## src/rtl/fpga_top_pkg.sv

```systemverilog
// rtl/fpga_top_pkg.sv - shared types and constants for the bring-up top
package fpga_top_pkg;

    typedef enum logic [1:0] {
        MODE_ECHO   = 2'b00,
        MODE_COUNT  = 2'b01,
        MODE_ROTATE = 2'b10,
        MODE_EDGES  = 2'b11
    } mode_e;

    localparam int           PIN_WIDTH        = 8;
    localparam int           DEFAULT_PRESCALE = 100;
    localparam int           DEFAULT_SYNC     = 2;
    localparam logic [7:0]   ROT_RESET        = 8'h01;

    function automatic logic [7:0] rotl8(input logic [7:0] v);
        return {v[6:0], v[7]};
    endfunction

endpackage

```

## src/rtl/pin_sync.sv

```systemverilog
// rtl/pin_sync.sv - multi-flop synchronizer for asynchronous input pins
module pin_sync #(
    parameter int WIDTH = 8,
    parameter int DEPTH = 2
) (
    input  logic             clk,
    input  logic             n_rst,
    input  logic [WIDTH-1:0] d,
    output logic [WIDTH-1:0] q
);

    logic [WIDTH-1:0] stages [DEPTH];

    always_ff @(posedge clk) begin
        if (!n_rst) begin
            for (int i = 0; i < DEPTH; i++) begin
                stages[i] <= '0;
            end
        end else begin
            stages[0] <= d;
            for (int i = 1; i < DEPTH; i++) begin
                stages[i] <= stages[i-1];
            end
        end
    end

    assign q = stages[DEPTH-1];

endmodule

```

## src/rtl/fpga_top.sv

```systemverilog
// rtl/fpga_top.sv - board top: synchronized pins, three pattern engines, mode-selected registered outputs
module fpga_top
    import fpga_top_pkg::*;
#(
    parameter int PRESCALE    = DEFAULT_PRESCALE,
    parameter int SYNC_STAGES = DEFAULT_SYNC
) (
    input  logic       clk,
    input  logic       n_rst,
    input  logic [7:0] input_pins,
    output logic [7:0] output_pins
);

    logic [7:0]  in_sync;
    logic        in_prev;
    logic [15:0] presc;
    logic        tick;
    logic        edge_seen;
    logic [7:0]  tcnt;
    logic [7:0]  rot;
    logic [7:0]  ecnt;
    logic [7:0]  mux_out;
    mode_e       mode;

    pin_sync #(
        .WIDTH (PIN_WIDTH),
        .DEPTH (SYNC_STAGES)
    ) u_pin_sync (
        .clk   (clk),
        .n_rst (n_rst),
        .d     (input_pins),
        .q     (in_sync)
    );

    assign tick      = (presc == 16'(PRESCALE - 1));
    assign edge_seen = in_sync[0] & ~in_prev;
    assign mode      = mode_e'(in_sync[7:6]);

    always_ff @(posedge clk) begin
        if (!n_rst) begin
            in_prev <= 1'b0;
        end else begin
            in_prev <= in_sync[0];
        end
    end

    always_ff @(posedge clk) begin
        if (!n_rst) begin
            presc <= '0;
        end else if (tick) begin
            presc <= '0;
        end else begin
            presc <= presc + 16'd1;
        end
    end

    // Engines free-run independently of the selected mode.
    always_ff @(posedge clk) begin
        if (!n_rst) begin
            tcnt <= 8'h00;
            rot  <= ROT_RESET;
        end else if (tick) begin
            tcnt <= tcnt + 8'd1;
            rot  <= rotl8(rot);
        end
    end

    always_ff @(posedge clk) begin
        if (!n_rst) begin
            ecnt <= 8'h00;
        end else if (edge_seen) begin
            ecnt <= ecnt + 8'd1;
        end
    end

    always_comb begin
        mux_out = in_sync;
        case (mode)
            MODE_ECHO:   mux_out = in_sync;
            MODE_COUNT:  mux_out = tcnt;
            MODE_ROTATE: mux_out = rot;
            MODE_EDGES:  mux_out = ecnt;
            default:     mux_out = in_sync;
        endcase
    end

    always_ff @(posedge clk) begin
        if (!n_rst) begin
            output_pins <= 8'h00;
        end else begin
            output_pins <= mux_out;
        end
    end

endmodule

```

## config.mk

```make
export PLATFORM = sky130hd
export DESIGN_NAME = fpga_top
export DESIGN_NICKNAME = d
export VERILOG_FILES = /design/src/rtl/fpga_top_pkg.sv /design/src/rtl/pin_sync.sv /design/src/rtl/fpga_top.sv
export SDC_FILE = /design/constraint.sdc
export NUM_CORES = 1
export LEC_CHECK = 0
export BUFFER_PORTS_ARGS = -buffer_cell sky130_fd_sc_hd__buf_4
export CAP_MARGIN = 20
export CORE_MARGIN = 10
export CORE_UTILIZATION = 63
export DETAILED_ROUTE_END_ITERATION = 8
export PLACE_DENSITY = 0.83
export SLEW_MARGIN = 5
export SYNTH_ARGS = -nofsm -noshare
export SYNTH_HDL_FRONTEND = slang
export SYNTH_SLANG_ARGS = --single-unit
export TNS_END_PERCENT = 5
```

## constraint.sdc

```tcl
create_clock -name clk -period 3.3 [get_ports clk]
set_input_delay 0.495 -clock clk [delete_from_list [all_inputs] [get_ports clk]]
set_output_delay 0.495 -clock clk [all_outputs]
set_load 0.02 [all_outputs]
```

==> qor.csv <==
stage,metric,value,unit
outcome,status,completed,
worst_setup_path,CP arrival,2.62,ns
clock_network,post_cts resized,0,
worst_setup_path,worst path required time,3.57,ns
finish,most frequent cells in the layout,"dfxtp_1 (65), nor2_1 (36), and2_1 (23), buf_4 (17), xnor2_1 (15)",
worst_setup_path,CP Max Fanout,24,
timing,min cycle time layout,2.351,ns
floorplanning,Die Width,83.14,um
clock_network,H-tree levels,3,
worst_setup_path,crit path launch type,flop,
floorplanning,Die ar.,6911,um^2
global_routing,All-Layer GR Usage,0.1385,
place,Port Buf Inserts,17,
power_and_ir_drop,Peak VDD IR,0.4107,mV
run,max_cap viols,0,
worst_setup_path,WP buf/inv,0,
timing,Max-slew headroom,0.6724,
finish,Fillers,254,
place,Final HPWL DP,2960,um
power_and_ir_drop,switching part of the total,0.2057,
logic_synthesis,"Seq/Total Area, Yosys",0.5182,
logic_synthesis,syn nets,263,
floorplanning,Core Region,3744,um^2
logic_synthesis,fraction of registers with async set/reset,0,
floorplanning,num ports,18,
worst_setup_path,critical path class,flop to flop,
finish,ANT cells,0,
finish,"commonest non-fill, non-tap cell in the layout",dfxtp_1,
routing,DR pass1 iterations,4,
worst_setup_path,Crit path max-delay family,simple AND/OR/NAND/NOR gates,
global_routing,first-pass GRT wire length,7921,um
routing,Met2 Wirelength,2037,um
logic_synthesis,syn avg cell area,10.04,um^2
power_and_ir_drop,internal power,0.001247,W
clock_network,clk_lat worst skew,0.33,ns
routing,met3 WL post-DR,365,um
floorplanning,row cnt,22,
finish,synth-to-layout area growth,14.20,%
timing,"Slew Viols, Final",0,
global_routing,initial antenna violation count,0,
timing,Slew @ Worst Pin,0.4902,ns
routing,drc violations,0,
timing,RSZ-0062 raised after global routing,false,
finish,post-route insts no fill,321,
clock_network,Max Root-Sink Buffers,2,
routing,via count,1795,
global_routing,grt ovf,0,
place,Placed Instances,305,
timing,fmax,0.4254,GHz
routing,top layer reached by signal wires,met4,
timing,final hold vios,0,
logic_synthesis,"flops & latches, synth",65,
timing,setup TNS,0,ns
worst_setup_path,CP max-delay cell,or4_4,
logic_synthesis,cell count after synthesis,250,
floorplanning,Die H,83.14,um
logic_synthesis,"EDFF count, synth",0,
power_and_ir_drop,Psw,0.0003229,W
routing,Detail Route Antenna Nets,0,
power_and_ir_drop,pwr/cell area,547.4,nW/um^2
worst_setup_path,crit-path max cell delay,0.70,ns
timing,Tcrit/Tclk final,0.7123,
finish,share of cells above drive strength 1,0.1538,
timing,Max Clock Skew,0.004355,ns
place,RD Place Congestion,0.8147,
clock_network,postcts setup bufs,0,
hold_path,Hold Crit Class,primary input to flop,
routing,M1 wire length,2068,um
routing,"wirelength, routed",4571,um
logic_synthesis,Syn. warnings,0,
logic_synthesis,number of distinct library cells after synthesis,29,
worst_setup_path,crit path cell chain,ha_1 > nand3_1 > or4_4 > or4_1 > a21oi_1,
routing,drt via density,5.592,
logic_synthesis,Synth Cell Area,2511,um^2
clock_network,TritonCTS buffer count,9,
floorplanning,initial core utilization,0.6708,
finish,# nets final,281,
clock_network,CTS Sinks,65,
power_and_ir_drop,Clock power frac,0.452,
global_routing,largest net degree at the start of global routing,28,
timing,final setup violation count,0,
power_and_ir_drop,Comb power frac,0.031,
power_and_ir_drop,sequential share of power,0.517,
routing,Wirelength per Cell,14.24,um
global_routing,number of global-route vias before repair,1748,
worst_setup_path,CP Capture Type,flop,
power_and_ir_drop,LEAKAGE,1.127,nW
clock_network,CTS root buf,clkbuf_8,
clock_network,CTS Hold Buffers Added,0,
clock_network,CTS tree,built,
logic_synthesis,dominant synthesized flop cell,dfxtp_1,
clock_network,clk slew on worst S/H paths,0.07,ns
routing,initial drt markers,201,
## metrics by stage
stage | setup WS (ns) | hold WS [ns] | area, um^2 | utilization | total power [W]
after floorplan | 1.212 | 0.4118 | 2511 | - | 0.0008583
after global placement | 1.026 | 0.4165 | 2658 | 0.7099 | 0.0008773
after detailed placement | 0.9821 | 0.4169 | 2658 | 0.7099 | 0.0008775
after CTS | 0.9523 | 0.3568 | 2868 | 0.7660 | 0.001578
after global routing | 0.7893 | 0.3578 | 2868 | 0.7660 | 0.001624
final | 0.9495 | 0.3662 | 2868 | 0.7660 | 0.001570
## metal layers
metal / vias up / GRT usage
met5: - / 0
met4: 0 / 0.09077
met3: 10 / 0.04980
met2: 65 / 0.2025
met1: 825 / 0.1667
li1: 895 / -
## worst reg2reg max path: stages, from the launching register on
cell     delay, ns
dfxtp_1       0.40
ha_1          0.26
nand3_1       0.21
or4_4         0.70
or4_1         0.56
a21oi_1       0.15
## path summary, 6_finish.rpt
| check | slack [ns] | end | startpoint | cells past startpoint |
|---|---|---|---|---|
| min | 0.37 | u_pin_sync.stages[0][4] | input_pins[4] | 2 |
| max reg2reg | 0.95 | tcnt[5] | presc[0] | 5 |
| max | 0.95 | tcnt[5] | presc[0] | 5 |
| min reg2reg | 0.43 | u_pin_sync.stages[0][9] | u_pin_sync.stages[0][1] | 1 |
## power by group through the flow
stage	combinational (W)	sequential [W]	clock, W
after floorplan	0.0000323	0.000826	0
after global routing	0.0000546	0.000813	0.000756
after global placement	0.0000493	0.000828	0
final	0.0000491	0.000811	0.000710
after detailed placement	0.0000488	0.000829	0
after CTS	0.0000496	0.000811	0.000718
## cells in the mapped netlist (3+ instances only)
| library cell | count | area (um^2) |
|---|---|---|
| mux2i_1 | 10 | 100.1 |
| nor3_1 | 6 | 30.03 |
| nand4_1 | 7 | 43.79 |
| and2_1 | 23 | 143.9 |
| nor2_1 | 36 | 135.1 |
| dfxtp_1 | 65 | 1301 |
| nand3_1 | 8 | 40.04 |
| buf_2 | 3 | 15.01 |
| or3_1 | 5 | 31.28 |
| a21oi_1 | 7 | 35.03 |
| or4_1 | 5 | 37.54 |
| nor4_1 | 4 | 25.02 |
| ha_1 | 3 | 37.54 |
| mux4_2 | 6 | 135.1 |
| nand2_1 | 12 | 45.04 |
| o21ai_0 | 5 | 25.02 |
| xor2_1 | 6 | 52.55 |
| clkbuf_1 | 7 | 26.28 |
| xnor2_1 | 15 | 131.4 |
| inv_1 | 3 | 11.26 |
## sequential cells by signal, indices dropped and copies added (netlist names)
name               cells
presc                 16
u_pin_sync.stages     16
ecnt                   8
output_pins            8
rot                    8
tcnt                   8
in_prev                1
## cell families after synthesis
group                      synth area share
muxes                                0.1026
DFF                                  0.5182
adders and majority gates           0.01495
and+or+nand+nor                      0.2327
xor gates and xnor gates            0.07325
AOI/OAI and AO/OA                   0.03587
buffers and inverters               0.02242
## area by class of cell
cell class              instances  area, um^2  share of cell area
flip-flops and latches         65        1301              0.4538
multi-input cells             171        1154              0.4023
clock buffers                  10       127.6             0.04450
repair buffers                 17       127.6             0.04450
clock inverters                 6       82.58             0.02880
well taps                      48       60.06             0.02094
inverters                       4       15.01            0.005236
Note: power is estimated with default switching activity, not from simulation.
